$ cat src/rtl/mips_pkg.sv
// Shared definitions for the multicycle MIPS controller: opcodes, function
// codes, ALU control codes, FSM state encodings and the control bundle type.
package mips_pkg;

  // Opcodes (instr[31:26])
  localparam logic [5:0] OP_RTYPE = 6'b000000;
  localparam logic [5:0] OP_LW    = 6'b100011;
  localparam logic [5:0] OP_SW    = 6'b101011;
  localparam logic [5:0] OP_BEQ   = 6'b000100;
  localparam logic [5:0] OP_ADDI  = 6'b001000;
  localparam logic [5:0] OP_J     = 6'b000010;

  // R-type function codes (instr[5:0])
  localparam logic [5:0] FN_ADD = 6'b100000;
  localparam logic [5:0] FN_SUB = 6'b100010;
  localparam logic [5:0] FN_AND = 6'b100100;
  localparam logic [5:0] FN_OR  = 6'b100101;
  localparam logic [5:0] FN_SLT = 6'b101010;

  // ALU control codes
  localparam logic [2:0] ALU_ADD = 3'b010;
  localparam logic [2:0] ALU_SUB = 3'b110;
  localparam logic [2:0] ALU_AND = 3'b000;
  localparam logic [2:0] ALU_OR  = 3'b001;
  localparam logic [2:0] ALU_SLT = 3'b111;

  // aluop encodings between FSM and ALU decoder
  localparam logic [1:0] ALUOP_ADD   = 2'b00;
  localparam logic [1:0] ALUOP_SUB   = 2'b01;
  localparam logic [1:0] ALUOP_FUNCT = 2'b10;

  // FSM state encodings (4 bits is the minimum width)
  localparam logic [3:0] S_FETCH   = 4'd0;
  localparam logic [3:0] S_DECODE  = 4'd1;
  localparam logic [3:0] S_MEMADR  = 4'd2;
  localparam logic [3:0] S_MEMRD   = 4'd3;
  localparam logic [3:0] S_MEMWB   = 4'd4;
  localparam logic [3:0] S_MEMWR   = 4'd5;
  localparam logic [3:0] S_RTYPEEX = 4'd6;
  localparam logic [3:0] S_RTYPEWB = 4'd7;
  localparam logic [3:0] S_BEQEX   = 4'd8;
  localparam logic [3:0] S_ADDIEX  = 4'd9;
  localparam logic [3:0] S_ADDIWB  = 4'd10;
  localparam logic [3:0] S_JEX     = 4'd11;

  // Per-cycle control bundle produced by the FSM
  typedef struct packed {
    logic       pcwrite;
    logic       branch;
    logic       memwrite;
    logic       irwrite;
    logic       regwrite;
    logic       iord;
    logic       memtoreg;
    logic       regdst;
    logic       alusrca;
    logic [1:0] alusrcb;
    logic [1:0] pcsrc;
    logic [1:0] aluop;
    logic       illegal;
  } ctrl_t;

  // True when funct is one of the supported R-type operations
  function automatic logic funct_known(input logic [5:0] f);
    logic ok;
    case (f)
      FN_ADD, FN_SUB, FN_AND, FN_OR, FN_SLT: ok = 1'b1;
      default:                              ok = 1'b0;
    endcase
    return ok;
  endfunction

endpackage

$ cat src/rtl/multicycle_controller_alu_decoder.sv
// ALU decoder: maps aluop and funct to the 3-bit ALU control code and flags
// unsupported R-type function codes.
module alu_decoder
  import mips_pkg::*;
(
  input  logic [1:0] aluop_i,
  input  logic [5:0] funct_i,
  output logic [2:0] alucontrol_o,
  output logic       bad_funct_o
);

  // Select the ALU operation; funct only matters when aluop asks for it
  always_comb begin
    alucontrol_o = ALU_ADD;
    bad_funct_o  = 1'b0;
    case (aluop_i)
      ALUOP_ADD: alucontrol_o = ALU_ADD;
      ALUOP_SUB: alucontrol_o = ALU_SUB;
      ALUOP_FUNCT: begin
        case (funct_i)
          FN_ADD:  alucontrol_o = ALU_ADD;
          FN_SUB:  alucontrol_o = ALU_SUB;
          FN_AND:  alucontrol_o = ALU_AND;
          FN_OR:   alucontrol_o = ALU_OR;
          FN_SLT:  alucontrol_o = ALU_SLT;
          default: begin
            alucontrol_o = ALU_ADD;
            bad_funct_o  = 1'b1;
          end
        endcase
      end
      default: alucontrol_o = ALU_ADD;
    endcase
  end

endmodule

$ cat src/rtl/multicycle_controller.sv
// Multicycle MIPS control FSM. Moore machine: every output is decoded from
// the registered state (plus op/funct for illegal detection), except pcen,
// which also folds in the ALU zero flag for taken branches.
module multicycle_controller
  import mips_pkg::*;
#(
  parameter int STATE_W      = 4,
  parameter bit SUPPORT_ADDI = 1'b1
) (
  input  logic               clk,
  input  logic               reset,
  input  logic [5:0]         op,
  input  logic [5:0]         funct,
  input  logic               zero,
  output logic               pcen,
  output logic               memwrite,
  output logic               irwrite,
  output logic               regwrite,
  output logic               iord,
  output logic               memtoreg,
  output logic               regdst,
  output logic               alusrca,
  output logic [1:0]         alusrcb,
  output logic [1:0]         pcsrc,
  output logic [2:0]         alucontrol,
  output logic               illegal_op,
  output logic [STATE_W-1:0] state_o
);

  localparam logic [STATE_W-1:0] ST_FETCH   = STATE_W'(S_FETCH);
  localparam logic [STATE_W-1:0] ST_DECODE  = STATE_W'(S_DECODE);
  localparam logic [STATE_W-1:0] ST_MEMADR  = STATE_W'(S_MEMADR);
  localparam logic [STATE_W-1:0] ST_MEMRD   = STATE_W'(S_MEMRD);
  localparam logic [STATE_W-1:0] ST_MEMWB   = STATE_W'(S_MEMWB);
  localparam logic [STATE_W-1:0] ST_MEMWR   = STATE_W'(S_MEMWR);
  localparam logic [STATE_W-1:0] ST_RTYPEEX = STATE_W'(S_RTYPEEX);
  localparam logic [STATE_W-1:0] ST_RTYPEWB = STATE_W'(S_RTYPEWB);
  localparam logic [STATE_W-1:0] ST_BEQEX   = STATE_W'(S_BEQEX);
  localparam logic [STATE_W-1:0] ST_ADDIEX  = STATE_W'(S_ADDIEX);
  localparam logic [STATE_W-1:0] ST_ADDIWB  = STATE_W'(S_ADDIWB);
  localparam logic [STATE_W-1:0] ST_JEX     = STATE_W'(S_JEX);

  logic [STATE_W-1:0] state_q, state_d;
  ctrl_t              ctrl_s;
  logic               bad_funct_s;

  // Next-state and per-state control decode; unused encodings fall back to FETCH
  always_comb begin
    state_d = ST_FETCH;
    ctrl_s  = '0;
    case (state_q)
      ST_FETCH: begin
        ctrl_s.alusrcb = 2'b01;
        ctrl_s.irwrite = 1'b1;
        ctrl_s.pcwrite = 1'b1;
        state_d        = ST_DECODE;
      end
      ST_DECODE: begin
        ctrl_s.alusrcb = 2'b11;
        case (op)
          OP_LW, OP_SW: state_d = ST_MEMADR;
          OP_RTYPE:     state_d = ST_RTYPEEX;
          OP_BEQ:       state_d = ST_BEQEX;
          OP_J:         state_d = ST_JEX;
          OP_ADDI: begin
            if (SUPPORT_ADDI) begin
              state_d = ST_ADDIEX;
            end else begin
              state_d        = ST_FETCH;
              ctrl_s.illegal = 1'b1;
            end
          end
          default: begin
            state_d        = ST_FETCH;
            ctrl_s.illegal = 1'b1;
          end
        endcase
      end
      ST_MEMADR: begin
        ctrl_s.alusrca = 1'b1;
        ctrl_s.alusrcb = 2'b10;
        if (op == OP_SW) begin
          state_d = ST_MEMWR;
        end else begin
          state_d = ST_MEMRD;
        end
      end
      ST_MEMRD: begin
        ctrl_s.iord = 1'b1;
        state_d     = ST_MEMWB;
      end
      ST_MEMWB: begin
        ctrl_s.memtoreg = 1'b1;
        ctrl_s.regwrite = 1'b1;
        state_d         = ST_FETCH;
      end
      ST_MEMWR: begin
        ctrl_s.iord     = 1'b1;
        ctrl_s.memwrite = 1'b1;
        state_d         = ST_FETCH;
      end
      ST_RTYPEEX: begin
        ctrl_s.alusrca = 1'b1;
        ctrl_s.aluop   = ALUOP_FUNCT;
        state_d        = ST_RTYPEWB;
      end
      ST_RTYPEWB: begin
        ctrl_s.regdst = 1'b1;
        // A bad funct suppresses the write and raises illegal_op instead
        if (funct_known(funct)) begin
          ctrl_s.regwrite = 1'b1;
        end else begin
          ctrl_s.illegal = 1'b1;
        end
        state_d = ST_FETCH;
      end
      ST_BEQEX: begin
        ctrl_s.alusrca = 1'b1;
        ctrl_s.aluop   = ALUOP_SUB;
        ctrl_s.pcsrc   = 2'b01;
        ctrl_s.branch  = 1'b1;
        state_d        = ST_FETCH;
      end
      ST_ADDIEX: begin
        ctrl_s.alusrca = 1'b1;
        ctrl_s.alusrcb = 2'b10;
        state_d        = ST_ADDIWB;
      end
      ST_ADDIWB: begin
        ctrl_s.regwrite = 1'b1;
        state_d         = ST_FETCH;
      end
      ST_JEX: begin
        ctrl_s.pcsrc   = 2'b10;
        ctrl_s.pcwrite = 1'b1;
        state_d        = ST_FETCH;
      end
      default: begin
        state_d = ST_FETCH;
        ctrl_s  = '0;
      end
    endcase
  end

  // State register with synchronous reset to FETCH
  always_ff @(posedge clk) begin
    if (reset) begin
      state_q <= ST_FETCH;
    end else begin
      state_q <= state_d;
    end
  end

  alu_decoder u_alu_decoder (
    .aluop_i      (ctrl_s.aluop),
    .funct_i      (funct),
    .alucontrol_o (alucontrol),
    .bad_funct_o  (bad_funct_s)
  );

  // Write enables and illegal_op are held low while reset is asserted so
  // nothing commits on the reset edge or during an aborted instruction.
  assign pcen       = ~reset & (ctrl_s.pcwrite | (ctrl_s.branch & zero));
  assign memwrite   = ~reset & ctrl_s.memwrite;
  assign irwrite    = ~reset & ctrl_s.irwrite;
  assign regwrite   = ~reset & ctrl_s.regwrite;
  assign illegal_op = ~reset & ctrl_s.illegal;
  assign iord       = ctrl_s.iord;
  assign memtoreg   = ctrl_s.memtoreg;
  assign regdst     = ctrl_s.regdst;
  assign alusrca    = ctrl_s.alusrca;
  assign alusrcb    = ctrl_s.alusrcb;
  assign pcsrc      = ctrl_s.pcsrc;
  assign state_o    = state_q;

  // bad_funct from the decoder duplicates the RTYPEWB check above; it is only
  // meaningful in RTYPEEX and is kept for datapath debug visibility.
  logic unused_s;
  assign unused_s = bad_funct_s;

endmodule

$ cat config.mk
export PLATFORM = sky130hd
export DESIGN_NAME = multicycle_controller
export DESIGN_NICKNAME = d
export VERILOG_FILES = /design/src/rtl/mips_pkg.sv /design/src/rtl/multicycle_controller_alu_decoder.sv /design/src/rtl/multicycle_controller.sv
export SDC_FILE = /design/constraint.sdc
export NUM_CORES = 1
export LEC_CHECK = 0
export ABC_CLOCK_PERIOD_IN_PS = 4900
export CORE_AREA = 10 10 50 52
export CTS_CLUSTER_DIAMETER = 30
export CTS_CLUSTER_SIZE = 10
export DETAILED_ROUTE_END_ITERATION = 12
export DIE_AREA = 0 0 60 62
export GPL_TIMING_DRIVEN = 0
export PLACE_DENSITY = 0.89
export SYNTH_ARGS = -nofsm -noshare
export SYNTH_HDL_FRONTEND = slang
export SYNTH_SLANG_ARGS = --single-unit
$ cat constraint.sdc
create_clock -name clk -period 4.9 [get_ports clk]
set_input_delay 0.98 -clock clk [delete_from_list [all_inputs] [get_ports clk]]
set_output_delay 0.98 -clock clk [all_outputs]
set_load 0.01 [all_outputs]
# ---- Yosys cells after proc, flatten, opt, wreduce, memory -nomap -nowiden
# Cells that the tools add are included.
dict set report totals {
  reg_bits 4
  in_bits 15
  out_inout_bits 20
  elab_cells 65
}
dict set report op_classes {
  eq_ne 23
  n_mux 23
  bitwise_logic 8
  n_reduce_logical 10
}
# operator n
set op_table {}
lappend op_table {{== test 6 bit, second input constant} 7}
lappend op_table {{case mux 4 bit (6 select lines)} 1}
lappend op_table {{case mux 4 bit (5 select lines)} 1}
lappend op_table {{== test 4 x 3 -> 1 bit, second input constant} 4}
lappend op_table {{== test 4 bit, second input constant} 4}
lappend op_table {{two-way mux 1 bit} 13}
lappend op_table {{case mux 3 bit (4 select lines)} 1}
lappend op_table {{OR reduction 2 bit} 5}
lappend op_table {{== test 4 x 2 -> 1 bit, second input constant} 2}
lappend op_table {{case mux 2 bit (2 select lines)} 2}
lappend op_table {{bitwise AND 1 bit} 6}
lappend op_table {{== test 6 x 2 -> 1 bit, second input constant} 1}
lappend op_table {{== test 6 x 3 -> 1 bit, second input constant} 1}
lappend op_table {{== test 6 x 4 -> 1 bit, second input constant} 1}
lappend op_table {{zero test 6 bit} 1}
lappend op_table {{case mux 2 bit (3 select lines)} 1}
lappend op_table {{case mux 3 bit (2 select lines)} 1}
lappend op_table {{OR reduction 6 bit} 1}
lappend op_table {{OR reduction 5 bit} 1}
lappend op_table {{== test 4 x 1 -> 1 bit, second input constant} 1}
lappend op_table {{zero test 4 bit} 1}
lappend op_table {{case mux 1 bit (2 select lines)} 2}
lappend op_table {{OR reduction 4 bit} 1}
lappend op_table {{two-way mux 3 bit} 1}
lappend op_table {{other kinds (4)} 4}

# ---- Longest topological paths before layout
# Gate-level depths: netlist of run 1.
dict set report depth {
  ltp_word 7
  depth_mapped 7
  ltp_nobuf 6
}

# ---- Cells and area by module
# Synthesis of run 1 repeated with hierarchy kept, for this count alone.
dict set report unflattened {
  hier_cells 96
  area_unflattened_um2 675.6
}
# module n_inst cells_per_inst area_each_um2 seq_area_each_um2
set modules_own_cells {}
lappend modules_own_cells {multicycle_controller 1 76 526.8 80.1}
lappend modules_own_cells {alu_decoder 1 20 148.9 0.0}

# ---- Worst setup path before layout of run 1
# OpenSTA, ideal clock, no wires.
dict set report synth_timing {
  kind {in2out}
  startpoint {in funct[4]}
  endpoint {out alucontrol[0]}
  arrival_ns 1.734
  required_time_ns 3.920
  setup_slack_ns 2.186
  cell_stages 4
  path_buffers 0
  cell_sequence {nand2b_1 > nor4b_1 > nand2_1 > a21boi_1}
}
dict set report synth_between {
  elab_chain_cells 3
  elab_cells_between_ends 6
  classes_between {eq/ne (4); mux (2)}
}
# item line_no
set synth_rtl {}
lappend synth_rtl {{start: declaration} multicycle_controller.sv:13} ;# input logic [5:0] funct,
lappend synth_rtl {{== test 6 bit (on tied branches)} --}
lappend synth_rtl {{case mux 3 bit (4 select lines) (*)} multicycle_controller_alu_decoder.sv:20} ;# case (funct_i)
lappend synth_rtl {{case mux 3 bit (2 select lines) (*)} multicycle_controller_alu_decoder.sv:16} ;# case (aluop_i)
lappend synth_rtl {{end: declaration} multicycle_controller.sv:25} ;# output logic [2:0] alucontrol,
# Mark *: on every way between the ends. The rest lies on a longest branch, timed or not.

# ---- Worst setup path after layout of run 1
dict set report layout_timing {
  startpoint {in funct[2]}
  endpoint {out regwrite}
}
dict set report layout_between {
  elab_chain_cells 7
  elab_cells_between_ends 11
  classes_between {eq/ne (5); mux (4); bitwise (1); reduce/logical (1)}
}
# item line_no
set layout_rtl {}
lappend layout_rtl {{== test 6 bit (on tied branches)} --}
lappend layout_rtl {{OR reduction 5 bit (*)} mips_pkg.sv:66} ;# case (f)
lappend layout_rtl {{two-way mux 1 bit (*)} mips_pkg.sv:66}
lappend layout_rtl {{two-way mux 1 bit (*)} multicycle_controller.sv:51} ;# case (state_q)
lappend layout_rtl {{two-way mux 1 bit (*)} multicycle_controller.sv:110} ;# if (funct_known(funct)) begin
lappend layout_rtl {{case mux 1 bit (2 select lines) (*)} multicycle_controller.sv:51}
lappend layout_rtl {{bitwise AND 1 bit (*)} multicycle_controller.sv:166} ;# assign regwrite = ~reset & ctrl_s.regwrite;
lappend layout_rtl {{end: declaration} multicycle_controller.sv:18} ;# output logic regwrite,
# Mark *: on every way between the ends. The rest lies on a longest branch, timed or not. The select of a mux whose other input is x is not followed.

==> results.yml, run 1 <==
die:
  dieArea_mm2: 0.00372
  die_height_um: 62
  die_w_um: 60
  core_mm2: 0.00161
  start_util_pct: 36.1
  io_pins: 35
  fp-row-count: 15
logic_synthesis:
  synth-seq-cells: 4
  ys.flop_type: "dfxtp_1"
  yosysUniqueCellTypes: 35
  synth_top_area_cell: "dfxtp_1"
  netlist_top_cells_area: "dfxtp_1 14%, nor2_1 9.0%, nand2b_1 6.4%"
  yosysWarnings: 0
  synth_edf_count: 0
  synth.yosys.seq_area_share_pct: 13.7
  synth.avg_cell_area_um2: 6.78
  synthesis.instances: 86
  synthTopCellsByCount: "14 x nor2_1, 7 x nor3_1, 6 x nand2b_1"
  synth_area_um2: 583
  synth.top_cell.area_share_pct: 13.7
  ys_async_sr_fraction_pct: 0
  synth.net_count: 103
  synth.most_common_cell: "nor2_1"
final_layout:
  drive_above_1_share_pct: 9.02
  fin_nets: 141
  finish.utilization_pct: 59.3
  fin_area_um2: 957
  area_delta_synth_final_pct: 64.2
  diodes: 0
  largest_register_ffs: 4
min_path:
  hold_end: "state_o[0]$_SDFF_PP0_"
  worstHoldPathCells: 2
  hold_class: "reg2reg"
  min_from: "state_o[3]$_SDFF_PP0_"
setup_path:
  cp-start-kind: "input pin"
  reg2regPathDepth: 3
  crit_top_cell: "clkdlybuf4s50_1"
  r2r_start: "state_o[0]$_SDFF_PP0_"
  crit_required_ps: 3920
  path_cells: "clkdlybuf4s50_1 -> mux2_2 -> nor3_1 -> a21oi_1 -> nor2_1 -> clkdlybuf4s50_1"
  slowest_stage: "clkdlybuf4s50_1"
  worstSetupStartpoint: "funct[2]"
  arrival_ps: 2810
  path_class: "in2out"
  reg2reg_slack_ps: 3520
  r2r_end: "state_o[2]$_SDFF_PP0_"
  end_kind: "output port"
  critPathMaxFanout: 4
  cpPeakStageDelay_ps: 540
  worst-path-buf-inv: 2
  crit_family: "buffers and inverters"
timing:
  finalCriticalPeriod_ps: 3790
  setup_viol: 0
  fmax_mhz: 264
  slew_violations: 0
  fin_tns_setup_ps: 0
  rsz0062_at_grt: "false"
  worst_slew_pin_slew_ps: 430
  fin_crit_sh_pct: 77.3
  skew_ps: 5.56
  slew_headroom_pct: 70.6
  hold_viol_final: 0
drt:
  wire_per_inst_um: 14.3
  routed_wirelength_um: 1990
  dr.pass1.iters: 4
  drt_drc_violations_left: 0
  drt_iter0_drc: 25
  postRouteAntennaNets: 0
  via_count: 775
  vias_per_cell: 5.58
global_routing:
  antenna_found_initial: 0
  grtUsageTotal_pct: 10.3
  grt_max_degree: 11
  use_met2_pct: 20.4
  top_usage_layer: "met2"
  gr-usage-met3_pct: 2.64
  grt_pass1_vias: 741
  gr-usage-met1_pct: 9.87
  grt_pass1_wl_um: 3080
  gr-total-overflow: 0
clock_tree:
  clk_latency_ps: 240
  htreeDepth: 1
  cts_tree: "yes"
  clockRootBuffer: "clkbuf_4"
  post_cts.repair.setup_buffers: 0
  numCtsBuffers: 3
  clkTransAtPathRegs_ps: 30
  cts_resized: 0
  cts.sinks: 4
  cts_hold_buffers: 0
  clockBufferDepth: 2
pwr:
  vdd_drop_max_mv: 0.0960
  p_per_area_mw_per_mm2: 128
  p_leak_nw: 0.329
run:
  cap_violations: 0
placement:
  gp_congestion: 0.866
  port_buffers: 33
  dpl_cell_area_um2: 935
  dp_hpwl_um: 1620
status:
  outcome: "completed"
[routing by layer]
metal / share of wire [%] / wire [um] / vias up
met5: 0 / 0 / -
met4: 0.60 / 12 / 0
met3: 6.7 / 133 / 2
met2: 53 / 1050 / 31
met1: 40 / 792 / 351
li1: - / - / 391
[report_power, final]
group	leakage (nW)	internal (mW)	switching (mW)
Clock	0.0138	0.0274	0.0138
Sequential	0.0326	0.0338	0.00190
Combinational	0.282	0.0259	0.0202
[placed cells by master, fill, tap and decap left out, types with 2 or more instances in the layout]
cell type,n
ha_1,2
clkdlybuf4s50_1,33
a2111oi_0,2
xor2_1,4
nor4_1,2
nor2_1,14
clkbuf_4,3
nor3_1,7
dfxtp_1,4
or2_2,2
nand4_1,3
nor2b_1,4
buf_4,2
nand2b_1,6
nand3_1,3
a31oi_1,2
a21oi_1,4
inv_1,3
nand2_1,2
o21ai_0,3
[cells by family (layout without fill, tap and decap cells)]
logic type / Yosys count / in the layout / share of synthesized area (%)
adders and majority gates: 2 / 2 / 4.29
xor gates and xnor gates: 4 / 4 / 6.01
DFF: 4 / 4 / 13.7
and+or+nand+nor: 49 / 49 / 45.9
AOI/OAI and AO/OA: 19 / 19 / 22.1
muxes: 1 / 1 / 1.93
buffers and inverters: 7 / 43 / 6.01
[worst min-delay path: stages (launching register included)]
cell	delay (ps)
dfxtp_1	310
buf_4	150
a2111oi_0	70
[worst max path at each step]
| stage | endpoint | depth (start not counted) |
|---|---|---|
| floorplan | alucontrol[0] | 4 |
| global placement | regwrite | 6 |
| detailed placement | regwrite | 6 |
| CTS | regwrite | 6 |
| global route | regwrite | 6 |
| finish | regwrite | 6 |
[metrics by stage]
stage / total power [mW] / hold WS, ps / cells / worst slack, ps
6_report: 0.123 / 595 / 139 / 1110
5_1_grt: 0.131 / 632 / 139 / 988
4_1_cts: 0.123 / 598 / 139 / 1110
3_5_place_dp: 0.0823 / 597 / 136 / 1110
3_3_place_gp: 0.0812 / 585 / 136 / 1120
2_1_floorplan: 0.0558 / 622 / 86 / 2190
[area by class of cell]
type / instances / area, um2
buffer: 4 / 23.8
inverter: 3 / 11.3
fill: 144 / 657
multi-input combinational: 75 / 468
tap: 17 / 21.3
timing repair buffer: 33 / 330
sequential: 4 / 80.1
clock buffer: 3 / 22.5
Power figures use the tool's default switching activity.
==> run 2, diff against run 1 <==
ABC_CLOCK_PERIOD_IN_PS = 3900   (was 4900)
CORE_AREA = 10 10 52 54   (was 10 10 50 52)
DIE_AREA = 0 0 62 64   (was 0 0 60 62)
PLACE_DENSITY = 0.83   (was 0.89)
clock period = 3.9 ns   (was 4.9 ns; I/O delays follow)
==> results.yml, run 2 (synthesis gave the netlist of run 1 again) <==
status:
  outcome: "completed"
pwr:
  p_int_mw: 0.110
  p_comb_share_pct: 37.1
  p_leak_nw: 0.329
  vdd_drop_max_mv: 0.0964
  p_sw_share_pct: 30.1
  p_sw_mw: 0.0473
  pwr-share-clk_pct: 34.2
  p_per_area_mw_per_mm2: 162
  pwr-share-seq_pct: 28.7
timing:
  worst_slew_pin_slew_ps: 426
  rsz0062_at_grt: "false"
  skew_ps: 0.551
  fin_tns_setup_ps: 0
  slew_violations: 0
  fin_crit_sh_pct: 86.8
  hold_viol_final: 0
  fmax_mhz: 295
  finalCriticalPeriod_ps: 3380
  worst_slack_ps: 516
  slew_headroom_pct: 70.9
  setup_viol: 0
setup_path:
  end_kind: "output port"
  r2r_end: "state_o[2]$_SDFF_PP0_"
  worst-path-buf-inv: 2
  reg2reg_slack_ps: 2460
  cp.depth: 6
  reg2regPathDepth: 3
  slowest_stage: "clkdlybuf4s50_1"
  critPathMaxFanout: 4
  arrival_ps: 2600
  worstSetupStartpoint: "funct[2]"
  cp-start-kind: "input pin"
  crit_top_cell: "clkdlybuf4s50_1"
  cpPeakStageDelay_ps: 550
  r2r_start: "state_o[0]$_SDFF_PP0_"
  path_cells: "clkdlybuf4s50_1 -> mux2_2 -> nor3_1 -> a21oi_1 -> nor2_1 -> clkdlybuf4s50_1"
  crit_family: "buffers and inverters"
  endpoint: "regwrite"
  path_class: "in2out"
  crit_required_ps: 3120
global_routing:
  antenna_found_initial: 0
  grt_max_degree: 11
  grt_pass1_wl_um: 3160
  grt_pass1_vias: 759
  grtUsageTotal_pct: 9.87
  gr-total-overflow: 0
drt:
  routed_wirelength_um: 2020
  wire_per_inst_um: 13.7
  postRouteAntennaNets: 0
  drt_iter0_drc: 25
  via_count: 778
  dr.pass1.iters: 4
  vias_per_cell: 5.29
  drt_drc_violations_left: 0
final_layout:
  finish.utilization_pct: 56.6
  layout_commonest_cell: "clkdlybuf4s50_1"
  final_cell_mix: "33 x clkdlybuf4s50_1, 14 x nor2_1, 7 x nor3_1, 6 x nand2b_1"
  diodes: 0
  drive_above_1_share_pct: 9.02
  fillers: 178
  multi_input_comb_area_um2: 468
  fin_nets: 141
  largest_register_ffs: 4
  ff_latch_area_um2: 80.1
  area_delta_synth_final_pct: 65.9
die:
  die_w_um: 62
  start_util_pct: 34.1
  core_mm2: 0.00171
  dieArea_mm2: 0.00397
  die_height_um: 64
  fp-row-count: 15
  io_pins: 35
placement:
  port_buffers: 33
  dp_hpwl_um: 1670
  pre_cts_ws_ps: 531
  gp_congestion: 0.787
clock_tree:
  clkTransAtPathRegs_ps: 40
  cts_resized: 0
  cts_hold_buffers: 0
  clockBufferDepth: 2
  htreeDepth: 1
  post_cts.repair.setup_buffers: 0
  numCtsBuffers: 3
  clk_latency_ps: 240
  cts.sinks: 4
  clockRootBuffer: "clkbuf_4"
  cts_tree: "yes"
run:
  cap_violations: 0
min_path:
  hold_class: "reg2reg"
[run 2: cell counts in the layout (fill, tap and decap cells not counted)]
Identical to the previous run, type by type.
[run 2: cell type report]
type,count,share of cell area (%)
Clock buffer,3,2.33
Inverter,3,1.16
Sequential cell,4,8.28
Buffer,4,2.46
Timing Repair Buffer,33,34.2
Tap cell,25,3.23
Multi-Input combinational cell,75,48.4
[run 2: stage by stage]
step           area, um2  power, mW  std cells  hold WS (ps)
2_1_floorplan        583     0.0702         86           622
4_1_cts              967      0.155        147           589
6_report             967      0.157        147           590
3_5_place_dp         945      0.104        144           585
3_3_place_gp         945      0.102        144           582
5_1_grt              967      0.166        147           619
[run 2: worst min-delay path by stage]
| stage | start | end | slack, ps | depth (start not counted) |
|---|---|---|---|---|
| floorplan | state_o[3]$_SDFF_PP0_ | state_o[0]$_SDFF_PP0_ | 620 | 2 |
| global placement | state_o[3]$_SDFF_PP0_ | state_o[0]$_SDFF_PP0_ | 580 | 2 |
| detailed placement | state_o[3]$_SDFF_PP0_ | state_o[0]$_SDFF_PP0_ | 580 | 2 |
| CTS | state_o[3]$_SDFF_PP0_ | state_o[0]$_SDFF_PP0_ | 590 | 2 |
| global route | state_o[3]$_SDFF_PP0_ | state_o[0]$_SDFF_PP0_ | 620 | 2 |
| finish | state_o[3]$_SDFF_PP0_ | state_o[0]$_SDFF_PP0_ | 590 | 2 |
[run 2: per-layer routing]
metal  wire length (um)  global-route usage, %
met1                832                   9.89
met2                970                   17.4
met3                203                   3.56
met4                 12                   4.19
met5                  0                      0
[run 2: tightest hold or removal path: stages (launching register included)]
cell and delay [ps]:
dfxtp_1 320, buf_4 150, a2111oi_0 70
[run 2: power by group through the flow]
stage                     logic [mW]  clock network (mW)  registers (mW)
final                         0.0582              0.0536          0.0451
after global routing          0.0633              0.0573          0.0452
after CTS                     0.0585              0.0516          0.0450
after global placement        0.0568                   0          0.0456
after floorplan               0.0247                   0          0.0455
after detailed placement      0.0582                   0          0.0455
